==> src/rtl/mgt01_alu.sv <==
// Integer ALU of the MicroGT-01 execute stage: RV32I arithmetic, logic, shift and compare with registered outputs.
// Define MGT01_ALU_SERIAL_SHIFT_EN to replace the barrel shifter with a 1-bit-per-cycle iterative shifter.
module mgt01_alu #(
  parameter int DATA_W = 32
) (
  input  logic              clk_i,
  input  logic              rst_i,
  input  logic              valid_i,
  input  logic [DATA_W-1:0] op_A_i,
  input  logic [DATA_W-1:0] op_B_i,
  input  logic [3:0]        ops_i,
  output logic [DATA_W-1:0] result_o,
  output logic              comparison_o,
  output logic              valid_o,
  output logic              fu_state_o
);

  typedef enum logic [3:0] {
    OP_ADD  = 4'd0,  OP_SUB  = 4'd1,  OP_SLL = 4'd2,  OP_SRL = 4'd3,
    OP_SRA  = 4'd4,  OP_AND  = 4'd5,  OP_OR  = 4'd6,  OP_XOR = 4'd7,
    OP_SLT  = 4'd8,  OP_SLTU = 4'd9,  OP_EQ  = 4'd10, OP_NE  = 4'd11,
    OP_LT   = 4'd12, OP_GE   = 4'd13, OP_LTU = 4'd14, OP_GEU = 4'd15
  } alu_ops_e;

  alu_ops_e          op;
  logic [4:0]        shamt;
  logic              lt_s;
  logic              lt_u;
  logic              eq;
  logic [DATA_W-1:0] comb_res;
  logic              comb_cmp;

  assign op    = alu_ops_e'(ops_i);
  assign shamt = op_B_i[4:0];
  assign lt_s  = $signed(op_A_i) < $signed(op_B_i);
  assign lt_u  = op_A_i < op_B_i;
  assign eq    = op_A_i == op_B_i;

  always_comb begin
    comb_res = '0;
    comb_cmp = 1'b0;
    case (op)
      OP_ADD:  comb_res = op_A_i + op_B_i;
      OP_SUB:  comb_res = op_A_i - op_B_i;
      OP_SLL:  comb_res = op_A_i << shamt;
      OP_SRL:  comb_res = op_A_i >> shamt;
      OP_SRA:  comb_res = $unsigned($signed(op_A_i) >>> shamt);
      OP_AND:  comb_res = op_A_i & op_B_i;
      OP_OR:   comb_res = op_A_i | op_B_i;
      OP_XOR:  comb_res = op_A_i ^ op_B_i;
      OP_SLT:  comb_cmp = lt_s;
      OP_SLTU: comb_cmp = lt_u;
      OP_EQ:   comb_cmp = eq;
      OP_NE:   comb_cmp = !eq;
      OP_LT:   comb_cmp = lt_s;
      OP_GE:   comb_cmp = !lt_s;
      OP_LTU:  comb_cmp = lt_u;
      OP_GEU:  comb_cmp = !lt_u;
      default: comb_cmp = 1'b0;
    endcase
    // Set/compare ops report the predicate in bit 0 of the result as well.
    if (ops_i[3]) comb_res = {{(DATA_W-1){1'b0}}, comb_cmp};
  end

`ifdef MGT01_ALU_SERIAL_SHIFT_EN
  logic              busy_reg;
  logic [4:0]        cnt_reg;
  logic [DATA_W-1:0] sh_reg;
  alu_ops_e          sh_op_reg;
  logic [DATA_W-1:0] sh_step;
  logic              is_shift;

  assign is_shift   = (op == OP_SLL) || (op == OP_SRL) || (op == OP_SRA);
  assign fu_state_o = busy_reg;

  always_comb begin
    case (sh_op_reg)
      OP_SLL:  sh_step = {sh_reg[DATA_W-2:0], 1'b0};
      OP_SRA:  sh_step = {sh_reg[DATA_W-1], sh_reg[DATA_W-1:1]};
      default: sh_step = {1'b0, sh_reg[DATA_W-1:1]};
    endcase
  end

  always_ff @(posedge clk_i or posedge rst_i) begin
    if (rst_i) begin
      result_o     <= '0;
      comparison_o <= 1'b0;
      valid_o      <= 1'b0;
      busy_reg     <= 1'b0;
      cnt_reg      <= '0;
      sh_reg       <= '0;
      sh_op_reg    <= OP_SLL;
    end else begin
      valid_o <= 1'b0;
      if (busy_reg) begin
        // Last step writes straight to the output so the pulse lands k edges after issue.
        if (cnt_reg == 5'd1) begin
          result_o     <= sh_step;
          comparison_o <= 1'b0;
          valid_o      <= 1'b1;
          busy_reg     <= 1'b0;
        end else begin
          sh_reg <= sh_step;
        end
        cnt_reg <= cnt_reg - 5'd1;
      end else if (valid_i) begin
        if (is_shift && shamt != 5'd0) begin
          busy_reg  <= 1'b1;
          cnt_reg   <= shamt;
          sh_reg    <= op_A_i;
          sh_op_reg <= op;
        end else begin
          result_o     <= comb_res;
          comparison_o <= comb_cmp;
          valid_o      <= 1'b1;
        end
      end
    end
  end
`else
  assign fu_state_o = 1'b0;

  always_ff @(posedge clk_i or posedge rst_i) begin
    if (rst_i) begin
      result_o     <= '0;
      comparison_o <= 1'b0;
      valid_o      <= 1'b0;
    end else begin
      valid_o <= valid_i;
      if (valid_i) begin
        result_o     <= comb_res;
        comparison_o <= comb_cmp;
      end
    end
  end
`endif

endmodule

==> config.mk <==
export PLATFORM = sky130hd
export DESIGN_NAME = mgt01_alu
export DESIGN_NICKNAME = d
export VERILOG_FILES = /design/src/rtl/mgt01_alu.sv
export SDC_FILE = /design/constraint.sdc
export NUM_CORES = 1
export LEC_CHECK = 0
export ABC_AREA = 1
export CORE_MARGIN = 2
export CORE_UTILIZATION = 45
export DETAILED_ROUTE_END_ITERATION = 10
export DONT_BUFFER_PORTS = 1
export GPL_TIMING_DRIVEN = 0
export RECOVER_POWER = 50
export SLEW_MARGIN = 20
export SYNTH_ARGS = -nofsm -noshare
export SYNTH_HDL_FRONTEND = slang
export SYNTH_SLANG_ARGS = --single-unit
==> constraint.sdc <==
create_clock -name clk_i -period 1.2 [get_ports clk_i]
set_input_delay 0.12 -clock clk_i [delete_from_list [all_inputs] [get_ports clk_i]]
set_output_delay 0.12 -clock clk_i [all_outputs]
set_load 0.03 [all_outputs]
; Word-level counts from Yosys, hierarchy flattened
; Index checks and enable logic that the tools add are counted.
[totals]
inputBits = 71
reg_bits = 34
output_inout_bits = 35
[op_classes]
bitwise = 3
n_eq_ne = 16
magnitude_cmp = 2
mux = 3
n_reduce_logical = 6
n_shift = 3
add_sub_neg = 2
[op_table]
columns = operator, count
row1 = 32-bit case mux with 8 select lines, 1
row2 = 32-bit < comparator, 2
row3 = 32-bit adder, 1
row4 = 32-bit AND, 1
row5 = 32-bit equality test, 1
row6 = 4-bit equality test (second input constant), 8
row7 = 32-bit 2-to-1 mux, 1
row8 = 32-bit OR, 1
row9 = 32-bit by 5-bit left shift with 32-bit output, 1
row10 = 32-bit by 5-bit right shift with 32-bit output, 1
row11 = 32-bit by 5-bit >>> shifter with 32-bit output, 1
row12 = 32-bit subtractor, 1
row13 = 32-bit XOR, 1
row14 = 4-bit by 3-bit equality test with 1-bit output (second input constant), 4
row15 = 4-bit by 2-bit equality test with 1-bit output (second input constant), 2
row16 = 1-bit case mux with 6 select lines, 1
row17 = 4-bit by 1-bit equality test with 1-bit output (second input constant), 1
row18 = 4-bit logical NOT, 1
row19 = 2-bit OR reduction, 2
row20 = 1-bit logical NOT, 3

; Depth between registers and ports, before layout
; Gate-level depths: netlist of the first run.
[depth]
ltp_word = 4
ltp_mapped = 20
mapped_depth_nobuf = 18

; Least setup slack after synthesis of the first run
; No wires, ideal clock.
[synth_path]
path_kind = input to register
start = input op_B_i[2]
end = register result_o[3]
slack_ns = -1.025
n_path_buf = 4
t_arrival_ns = 2.105
cell_stages = 14
required_time_ns = 1.080
path_cell_list = buf_2 > inv_2 > buf_4 > buf_2 > ha_1 > buf_6 > or2_2 > and2_1 > a21oi_1 > o21ai_0 > a21oi_1 > nand2_1 > o21ai_1 > nand2_1
[synth_between]
elab_chain_len = 3
word_cells_on_any_way = 7
classes_between = 2 x add/sub / 3 x shift / 2 x mux
[synth_lines]
columns = element, line
row1 = "start, declared", 10  ; input logic [DATA_W-1:0] op_B_i,
row2 = "32-bit subtractor, or another cell as far along", 44  ; OP_SUB: comb_res = op_A_i - op_B_i;
row3 = 32-bit case mux with 8 select lines *, 42  ; case (op)
row4 = 32-bit 2-to-1 mux *, 62  ; if (ops_i[3]) comb_res = {{(DATA_W-1){1'b0}}, comb_cmp};
row5 = "end signal, assigned", 131  ; result_o <= comb_res;
row6 = "end, declared", 12  ; output logic [DATA_W-1:0] result_o,
; Every way passes the cells marked *; elsewhere a longest branch is shown, timed or not.
; A chain may end at the register's enable or synchronous reset.

; Worst setup path in the final report of the first run
[layout_path]
start = input ops_i[1]
end = register result_o[13]
[layout_between]
elab_chain_len = 3
word_cells_on_any_way = 10
classes_between = 7 x eq/ne / 2 x mux / 1 x reduce/logical
[layout_lines]
columns = element, line
row1 = "start, declared", 11  ; input logic [3:0] ops_i,
row2 = "4-bit by 3-bit equality test with 1-bit output, or another cell as far along", 42
row3 = 32-bit case mux with 8 select lines *, 42
row4 = 32-bit 2-to-1 mux *, 62
; Marked as above.

==> summary.md, run 1 <==
| Metric | Value |
|---|---|
| Status | finished, violations left |
| Violated checks | negative setup slack |
| Top cells by area, synth | nand2_1, nand3_1, ha_1 |
| Synth-to-Final Area Change | 21.64% |
| # DRC | 0 |
| Static leakage | 7.980 nW |
| Post-synth top cells | nand2_1, nand3_1, inv_1 |
| Worst path max stage delay | approximately 0.42 ns |
| Max-Cap Viols | 0 |
| I/O pin count | roughly 110 |
| Cells along the critical path | buf_4, nand2_2, inv_1, nand2_4, buf_4, o22ai_1, nor2_1, nand3_1, nor2_1, nand4_1, nand2_1, nand2_1 |
| Final ANT Viol Nets | 0 |
| Ys flop type | dfrtp_1 |
| Worst Setup Slack, final | -0.9704 ns |
| Worst-path maximum fanout | 10 |
| Min Tclk post-route | about 2.2 ns |
| Mapped Area | 11730 sq um |
| Number of I/O port buffers | 0 |
| RSZ-0062 raised after global routing | true |
| Routed vias | roughly 17000 |
| CP arrival | around 2.3 ns |
| Average cell area after synthesis | 5.081 sq um |
| CP max stage cell | nand4_1 |
| Critical path buffer and inverter count | 3 |
| Clock transition at path regs | roughly 0.05 ns |
| Power per cell area | about 650 nW/um^2 |
| CTS tree | built |
| Required time of the worst setup path | about 1.4 ns |
| Wire length per cell | 25.50 um |
| Hold_ws | approximately 0.044 ns |
| Clock buffer depth | 2 |
| Rel. slew slack | about 35% |
| Largest net degree at the start of global routing | 35 |
| Hold/Removal Path Class | input port to flop |
| Initial Util | approximately 45% |
| Cell variety after synth | 51 |
| Setup crit end kind | flop |
| DR iter-0 viols | around 2200 |
| Ant. Diodes | 0 |
| CORE AREA | approximately 26000 sq um |
| Total track usage | roughly half |
| Synth warnings | 0 |
| Avg Vias per Cell | approximately 6.2 |
| Share of layout cells above drive strength 1 | between 15 and 20% |
| Yosys top cell by area | nand2_1 |
| Slew Viols, Final | 0 |
| CP Class | input port to flop |
| Clock root cell | clkbuf_16 |
| Placer Congestion | 1.074 |
| Fin crit share | 180.9% |
| Most numerous cell in the Yosys netlist | nand2_1 |
| Post-synthesis register bit count | 34 |
| Net Count, Synth | 2487 |
| Endpoints failing setup | 33 |
| Worst slew pin tran | 0.9613 ns |
| Die Span Y | about 170 um |
| Post-synth top area share | approximately 29% |
| Async SR Flop Fraction | 100.0% |
| Worst setup SP type | input port |
| Setup Skew | 0 ns |
| Rows | 59 |
| GR Overflow Total | 0 |
| Die X | ~170 um |
| Post-layout util | 55.21% |
| Delay-heaviest family, CP | simple AND/OR/NAND/NOR gates |
| TritonRoute pass-1 iters | 6 |
| Initial antenna violation count | 0 |
| Routed wire length | approximately 70 mm |
| H-tree levels | 2 |
| First-pass GRT wire length | between 90 and 100 mm |
| Die area | 27370 sq um |
| Fin nets | 2548 |
| Num Clock Sinks | 34 |
| CTS Buf Count | 5 |
| Post-Syn Instances | 2308 |
| Tot Pwr | about 0.0093 W |
| DP HPWL | 54.38 mm |
| Vias in the first global route | approximately 16000 |
| Sequential area share after synthesis | ~7.3% |
| Max Clock Freq | around 460 MHz |
| Skew-Pair Late Insertion Delay | approximately 0.29 ns |
| Fill cells | between 2000 and 3000 |
| Post-synth EDFFs | 0 |
| Place WS | -1.571 ns |
| Worst VDD drop | approximately 0.83 mV |
| Final hold violation count | 0 |
[final timing paths]
path | slack (ns) | depth (start not counted) | from | to
setup / recovery | -0.97 | 12 | ops_i[1] | result_o[13]
hold / removal | 0.04 | 3 | ops_i[3] | result_o[2]
setup reg to reg | 0.21 | 3 | result_o[0] | result_o[0]
hold reg to reg | 0.69 | 2 | result_o[7] | result_o[7]
max in group asynchronous | 0.30 | 2 | rst_i | result_o[29]
min in group asynchronous | 0.41 | 2 | rst_i | result_o[1]
[placed cells by master (no fill, tap or decap), types with 5 or more instances in the layout]
cell type  Yosys  final
nor2_2         5     27
a21oi_4        0      6
o21ai_1       13     22
o211ai_1      20     20
clkbuf_2       1      5
nand4_1       35     35
buf_1         10      5
buf_2         58     44
o2111ai_1     10      5
nor3_1        21     16
nand3b_1       8      8
o21ai_2        1      9
nor3_2         0      5
nor2_1       187    148
nand2_1      895    798
buf_12         0     11
a21oi_2        1     10
nor2_4         2     19
nand3_1      365    316
nand2_2        6     62
clkbuf_1      10      7
nand3_4        0     14
dfrtp_1       34     34
o22ai_1       13     13
ha_1         106     99
inv_2         11     17
buf_6          5     20
inv_1        291    281
nand3_2        1     36
o21ai_0       58     41
clkbuf_16      0      5
nand2_4        4     44
buf_4         19     60
and2_1        15     14
o21bai_1       6      6
a21oi_1       61     46
[repair_timing]
action	in CTS	in global routing
resized for setup	269	101
endpoints found under the setup margin	33	33
hold buffers	2	0
endpoints found under the hold margin	35	0
gates cloned	0	0
buffers inserted	42	12
pin swaps	91	64
[tightest hold or removal path, delay by kind of cell]
family | cells | cell delay, ns
AOI/OAI and AO/OA | 1 | 0.06
and+or+nand+nor | 2 | 0.11
[where the power goes]
| part | switching [W] | internal [W] | total, W |
|---|---|---|---|
| sequential | 0.000408 | 0.00129 | 0.00170 |
| clock | 0.000517 | 0.000823 | 0.00134 |
| combinational | 0.00434 | 0.00194 | 0.00628 |
[layer usage]
layer / wire length, um / track usage (%) / vias up / part of all wire, %
met5: 36 / 1.326 / - / 0.052
met1: 23030 / 54.15 / 7679 / 33
li1: - / - / 7489 / -
met2: 29070 / 75.85 / 1297 / 42
met4: 8456 / 46.04 / 2 / 12
met3: 8385 / 13.89 / 429 / 12
[state kept, by name, indices dropped and copies added, names as in the netlist]
register	count
valid_o	1
result_o	32
comparison_o	1
[cell type report]
type / count / area [sq um] / share of cell area (%)
Buffer: 101 / 724.4 / 5.079
Clock buffer: 7 / 142.6 / 0.9999
Clock inverter: 1 / 5.005 / 0.03508
Inverter: 306 / 1187 / 8.324
Multi-Input combinational cell: 1865 / 10420 / 73.05
Sequential cell: 34 / 850.8 / 5.964
Tap cell: 335 / 419.2 / 2.938
Timing Repair Buffer: 56 / 515.5 / 3.614
[stage by stage]
| stage | cells | setup TNS [ns] | instance area [sq um] |
|---|---|---|---|
| after floorplan | 2308 | -19.85 | 11930 |
| after global placement | 2643 | -41.45 | 12350 |
| after detailed placement | 2643 | -41.63 | 12350 |
| after CTS | 2693 | -20.76 | 13770 |
| after global routing | 2705 | -26.41 | 14260 |
| final | 2705 | -24.95 | 14260 |
[logic make-up (layout without fill, tap and decap cells)]
logic type,Yosys count,after routing,share of synthesized area (%)
other,1,1,0.03198
flip-flops,34,34,7.255
buffers and inverters,409,471,14.69
adder cells (fa/ha/maj),108,108,11.65
AND/OR/NAND/NOR,1556,1556,56.31
XOR/XNOR,1,1,0.07470
AO/OA/AOI/OAI,199,199,9.986
No activity file was read; power rests on OpenSTA's default activity.
==> run 2: changes to the inputs <==
- SKIP_CTS_REPAIR_TIMING: default -> 1
- clock period: 1.2 -> 1.8 ns (I/O delays scaled with it)
==> run 2 against run 1 <==
Effect of this change:
- the flow still finishes with violations (negative setup slack)
- sequential cell count unchanged
- register-to-register slack improved by 0.62 ns
- hold slack improved by 0.067 ns
- largest power group unchanged
- largest cell class unchanged
- sequential power fell by 34%
- clock skew stayed put
- combinational power down 37%
- final cell count decreased by 0.74%
- non-clock buffer count down 20
- die area unchanged
- sequential share of layout area up 0.20 points
==> summary.md, run 2 (synthesis gave the netlist of run 1 again) <==
| Metric | Value |
|---|---|
| H-tree levels | 2 (unchanged) |
| Worst slew pin tran | 1.174 ns (was 0.9613 ns) |
| I/O pin count | 106 (unchanged) |
| Skew-Pair Late Insertion Delay | 0.28 ns (was 0.29 ns) |
| Number of I/O port buffers | 0 (unchanged) |
| CTS Buf Count | 5 (unchanged) |
| Fin crit share | 123.1% |
| Critical path buffer and inverter count | 3 (unchanged) |
| CORE AREA | 25840 sq um (unchanged) |
| Largest registers | result_o: 32 flops, comparison_o: 1 flops, valid_o: 1 flops (unchanged) |
| Post-layout util | 53.39% (was 55.21%) |
| Final hold violation count | 0 (unchanged) |
| Violated checks | negative setup slack (unchanged) |
| Setup Skew | 0 ns (unchanged) |
| Total track usage | 47.13% (was 49.13%) |
| R2R Path Start | result_o[0] (unchanged) |
| Setup crit start | op_B_i[2] (was ops_i[1]) |
| Avg Vias per Cell | 6.206 (was 6.246) |
| Most common cell after layout, fill and taps aside | nand2_1 (unchanged) |
| RSZ-0062 raised after global routing | true (unchanged) |
| Clock buffer depth | 2 (unchanged) |
| Worst Setup Slack, final | -0.4155 ns (was -0.9704 ns) |
| Endpoints failing setup | 33 (unchanged) |
| Vias in the first global route | 14874 (was 15819) |
| Synth-to-Final Area Change | 17.63% (was 21.64%) |
| Largest register FFs | 32 (unchanged) |
| GR Overflow Total | 0 (unchanged) |
| CTS tree | built (unchanged) |
| CP Class | input port to flop (unchanged) |
| Clock transition at path regs | 0.06 ns (was 0.05 ns) |
| CP arrival | 2.44 ns (was 2.34 ns) |
| Wire length per cell | 24.99 um (was 25.50 um) |
| Delay-heaviest family, CP | simple AND/OR/NAND/NOR gates (unchanged) |
| Largest reg by FF count | result_o (unchanged) |
| First-pass GRT wire length | 94.04 mm (was 97.40 mm) |
| TritonRoute pass-1 iters | 8 (was 6) |
| Clock root cell | clkbuf_16 (unchanged) |
| Max-Cap Viols | 0 (unchanged) |
| Power per cell area | 433.7 nW/um^2 (was 652.9 nW/um^2) |
| Largest net degree at the start of global routing | 35 (unchanged) |
| Initial antenna violation count | 0 (unchanged) |
| DR iter-0 viols | 2366 (was 2240) |
| Critical hold path startpoint | ops_i[3] (unchanged) |
| Worst path max stage delay | 0.65 ns (was 0.42 ns) |
| Fin nets | 2528 (was 2548) |
| Placed cell area | 12330 sq um (was 12350 sq um) |
| Setup crit end kind | flop (unchanged) |
| Initial Util | 45.39% (unchanged) |
| Placer Congestion | 1.100 (was 1.074) |
| CP most frequent cell | nand2_1 |
| Required time of the worst setup path | 2.02 ns (was 1.37 ns) |
| Worst VDD drop | 0.4774 mV (was 0.8323 mV) |
| Rows | 59 (unchanged) |
| Min Tclk post-route | approximately 2.2 ns |
| Slew Viols, Final | 0 (unchanged) |
| Static leakage | 7.654 nW (was 7.980 nW) |
| Worst-path maximum fanout | 10 (unchanged) |
| Share of layout cells above drive strength 1 | 16.00% (was 18.23%) |
| Routed wire length | 67.09 mm (was 68.98 mm) |
| Num Clock Sinks | 34 (unchanged) |
| Max Clock Freq | between 400 and 500 MHz |
| Die area | 27370 sq um (unchanged) |
| Ant. Diodes | 0 (unchanged) |
| Rel. slew slack | 20.90% (was 35.49%) |
| Status | finished, violations left (unchanged) |
| Hold/Removal Path Class | input port to flop (unchanged) |
| Routed vias | 16664 (was 16896) |
| Fill cells | 2828 (was 2680) |
| Commonest non-fill, non-tap cells in the layout | nand2_1, nand3_1, inv_1 (unchanged) |
| Worst setup SP type | input port (unchanged) |
| CP max stage cell | buf_1 (was nand4_1) |
| Cells along the critical path | buf_12, inv_8, buf_1, nand3_1, nand3_1, nand2_1, nor2_1, nor2_1, nand4_1, nand2_1, nand2_1 (was buf_4, nand2_2, inv_1, nand2_4, buf_4, o22ai_1, nor2_1, nand3_1, nor2_1, nand4_1, nand2_1, nand2_1) |
| # DRC | 0 (unchanged) |
| Tot Pwr | 0.005983 W (was 0.009314 W) |
| Final ANT Viol Nets | 0 (unchanged) |
| Die X | 165.4 um (unchanged) |
| Design area | 13790 sq um (was 14260 sq um) |
| DP HPWL | 53.72 mm (was 54.38 mm) |
| Die Span Y | 165.4 um (unchanged) |
## run 2: power breakdown
group / internal, W / switching [W]
logic: 0.00119 / 0.00276
registers: 0.000858 / 0.000270
clock network: 0.000548 / 0.000357
## run 2: worst paths after layout
check / to / slack [ns] / cells past startpoint
worst max-delay path: result_o[13] / -0.42 / 11
worst min-delay path: result_o[3] / 0.11 / 3
worst max register to register: result_o[0] / 0.83 / 3
worst min register to register: result_o[10] / 0.69 / 2
max in group asynchronous: result_o[23] / 0.83 / 2
min in group asynchronous: result_o[2] / 0.50 / 2
## run 2: layout make-up
| cell class | count | area (sq um) | share of cell area (%) |
|---|---|---|---|
| Inverter | 306 | 1176 | 8.526 |
| Timing Repair Buffer | 37 | 330.3 | 2.395 |
| Tap cell | 335 | 419.2 | 3.039 |
| Multi-Input combinational cell | 1865 | 10170 | 73.72 |
| Clock buffer | 6 | 138.9 | 1.007 |
| Buffer | 100 | 696.9 | 5.052 |
| Clock inverter | 2 | 12.51 | 0.09070 |
| Sequential cell | 34 | 850.8 | 6.168 |
## run 2: layer usage
metal / GRT usage (%) / up-vias / part of all wire, %
li1: - / 7438 / -
met1: 54.91 / 7673 / 35
met4: 36.60 / 0 / 10
met3: 11.56 / 331 / 11
met5: 0 / - / 0
met2: 74.17 / 1222 / 43
## run 2: worst reg2reg max path, cell delays in order, from the launching register on
cell,delay [ns]
dfrtp_1,0.49
nand2_1,0.12
a21boi_0,0.18
nand2_1,0.07
## run 2: through the flow
step                hold WS [ns]  cells  setup WS, ns  setup TNS, ns
floorplan                 0.2114   2308       -0.1783         -2.297
finish                    0.1106   2685       -0.4155         -7.296
global route              0.1262   2685       -0.4013         -8.750
global placement          0.2116   2643        -1.119         -25.71
detailed placement        0.2114   2643        -1.108         -25.73
CTS                     -0.09073   2651       -0.8234         -16.15
==> run 3: changes to the inputs <==
- SKIP_CTS_REPAIR_TIMING: 1 -> default
==> run 3 against run 2 <==
Effect of this change:
- the run still ends with negative setup slack left
- register-to-register slack about the same
- hold slack improved by 0.0059 ns
- global-route usage increased by 1.5 points
- clock-buffer cell count unchanged
- combinational power increased by 3%
- power increased by 1.8%
- core utilization increased by 0.92 points
- critical path depth increased by 4
- cell area increased by 1.7%
- non-clock buffer count increased by 14
- wire length increased by 1.3%
==> summary.md, run 3 (synthesis gave the netlist of run 1 again) <==
| Metric | Value |
|---|---|
| Status | finished, violations left (unchanged) |
| Violated checks | negative setup slack (unchanged) |
| R2r setup slk | 0.83 ns (about the same) |
| Commonest non-fill, non-tap cells in the layout | nand2_1, nand3_1, inv_1 (unchanged) |
| M2 GR Usage | 76.57% (was 74.17%) |
| Rel. slew slack | 21.37% (was 20.90%) |
| DP Cell Count | 2643 (unchanged) |
| Path depth of the worst reg2reg path | 3 (unchanged) |
| Hold/Removal Path Class | input port to flop (unchanged) |
| Final hold violation count | 0 (unchanged) |
| Most common cell after layout, fill and taps aside | nand2_1 (unchanged) |
| Required time of the worst setup path | 1.98 ns (was 2.02 ns) |
| Slew Viols, Final | 0 (unchanged) |
| Tot Pwr | 0.006088 W (was 0.005983 W) |
| Die area | 27370 sq um (unchanged) |
| CP arrival | 2.27 ns (was 2.44 ns) |
| Power per cell area | 433.9 nW/um^2 (was 433.7 nW/um^2) |
| Worst-path maximum fanout | 7 (was 10) |
| Clock root cell | clkbuf_16 (unchanged) |
| CORE AREA | 25840 sq um (unchanged) |
| # DRC | 0 (unchanged) |
| Number of I/O port buffers | 0 (unchanged) |
| Setup Skew | 0 ns (unchanged) |
| Setup crit start | op_B_i[2] (unchanged) |
| Max-Cap Viols | 0 (unchanged) |
| Cell Count, Final, Fillers Out | 2699 (was 2685) |
| Die X | 165.4 um (unchanged) |
| Critical hold path startpoint | ops_i[3] (unchanged) |
| Total track usage | 48.63% (was 47.13%) |
| Post-layout util | 54.31% (was 53.39%) |
| Max Clock Freq | 476.7 MHz (was 451.4 MHz) |
| Largest net degree at the start of global routing | 35 (unchanged) |
| CP max stage cell | nand4_1 (was buf_1) |
| Worst slew pin tran | 1.167 ns (was 1.174 ns) |
| Vias in the first global route | 15379 (was 14874) |
| Num Clock Sinks | 34 (unchanged) |
| Clock transition at path regs | 0.06 ns (about the same) |
| Avg Vias per Cell | 6.205 (was 6.206) |
| CP most frequent cell | buf_12 (was nand2_1) |
| DP HPWL | 53.72 mm (unchanged) |
| Min Tclk post-route | 2.098 ns (was 2.215 ns) |
| CTS Buf Count | 5 (unchanged) |
| Cells along the critical path | buf_12, inv_12, buf_12, buf_12, ha_4, or2_4, nand3b_1, nand2_4, buf_6, nand2_4, nand4_1, nand3_1, nand4_1, nand2_1, nand2_1 (was buf_12, inv_8, buf_1, nand3_1, nand3_1, nand2_1, nor2_1, nor2_1, nand4_1, nand2_1, nand2_1) |
| Worst VDD drop | 0.4776 mV (was 0.4774 mV) |
| Static leakage | 7.825 nW (was 7.654 nW) |
| Fin nets | 2542 (was 2528) |
| Endpoints failing setup | 33 (unchanged) |
| Clock buffer depth | 2 (unchanged) |
| Worst setup SP type | input port (unchanged) |
| Setup TNS | -5.929 ns (was -7.296 ns) |
| Share of layout cells above drive strength 1 | 17.05% (was 16.00%) |
| Routed wire length | 67.93 mm (was 67.09 mm) |
| H-tree levels | 2 (unchanged) |
| Setup crit end kind | flop (unchanged) |
| Initial Util | 45.39% (unchanged) |
| Met3 usage | 11.79% (was 11.56%) |
| RSZ-0062 raised after global routing | true (unchanged) |
| Largest reg by FF count | result_o (unchanged) |
| CTS tree | built (unchanged) |
| Skew-Pair Late Insertion Delay | 0.28 ns (about the same) |
| Synth-to-Final Area Change | 19.64% (was 17.63%) |
| Ant. Diodes | 0 (unchanged) |
| CP Class | input port to flop (unchanged) |
| Wire length per cell | 25.17 um (was 24.99 um) |
| Place WS | -1.108 ns (unchanged) |
| Routed vias | 16747 (was 16664) |
| Worst path max stage delay | 0.28 ns (was 0.65 ns) |
| First-pass GRT wire length | 96.81 mm (was 94.04 mm) |
| GR Util met1 | 56.21% (was 54.91%) |
| Rows | 59 (unchanged) |
| DR iter-0 viols | 2394 (was 2366) |
| TritonRoute pass-1 iters | 10 (was 8) |
| Critical Path End | result_o[21] (was result_o[13]) |
| Largest register FFs | 32 (unchanged) |
| R2R Path Start | result_o[0] (unchanged) |
| Initial antenna violation count | 0 (unchanged) |
| Fin crit share | 116.5% (was 123.1%) |
| I/O pin count | 106 (unchanged) |
| Largest registers | result_o: 32 flops, comparison_o: 1 flops, valid_o: 1 flops (unchanged) |
| Worst reg2reg endpoint | result_o[0] (unchanged) |
| Die Span Y | 165.4 um (unchanged) |
| Final ANT Viol Nets | 0 (unchanged) |
| GR Overflow Total | 0 (unchanged) |
| Placer Congestion | 1.100 (unchanged) |
| Gr busiest metal | met2 (unchanged) |
| Worst Setup Slack, final | -0.2978 ns (was -0.4155 ns) |
-- run 3: through the flow --
| stage | hold slack [ns] | area [sq um] |
|---|---|---|
| 2_1_floorplan | 0.2114 | 11910 |
| 3_3_place_gp | 0.2116 | 12330 |
| 3_5_place_dp | 0.2114 | 12330 |
| 4_1_cts | 0.1078 | 13460 |
| 5_1_grt | 0.1305 | 14030 |
| 6_report | 0.1165 | 14030 |
-- run 3: how the worst min path moves through the flow --
| stage | endpoint | slack [ns] | cells past startpoint |
|---|---|---|---|
| floorplan | valid_o | 0.21 | 0 |
| finish | result_o[3] | 0.12 | 3 |
| global placement | valid_o | 0.21 | 0 |
| CTS | result_o[2] | 0.11 | 3 |
| global route | result_o[3] | 0.13 | 3 |
| detailed placement | result_o[2] | 0.21 | 1 |
-- run 3: report_power, final --
part / switching [W] / leakage (nW) / total (W) / internal, W
sequential: 0.000269 / 0.447 / 0.00113 / 0.000858
combinational: 0.00280 / 7.31 / 0.00406 / 0.00125
clock: 0.000356 / 0.0729 / 0.000904 / 0.000548
-- run 3: worst max-delay path, delay by kind of cell --
kind / cells / cell delay, ns
fa+ha+maj: 1 / 0.27
buf+inv: 5 / 0.52
simple gates: 9 / 1.25
-- run 3: repair_timing --
action,4_1_cts,5_1_grt
hold endpoints to repair,35,0
buffers inserted,34,16
hold buffers,2,0
cloned,1,0
gates resized for setup,199,137
pin swaps,79,78
endpoints found under the setup margin,33,33
-- run 3: layout make-up --
cell class / count / area, sq um
Clock inverter: 2 / 12.51
Clock buffer: 6 / 138.9
Buffer: 100 / 709.4
Tap cell: 335 / 419.2
Multi-Input combinational cell: 1865 / 10240
Fill cell: 2790 / 11810
Inverter: 306 / 1201
Sequential cell: 34 / 850.8
Timing Repair Buffer: 51 / 456.7
-- run 3: layer usage --
metal	part of all wire (%)	up-vias
li1	-	7468
met1	34	7671
met2	43	1240
met3	12	368
met4	11	0
met5	0	-
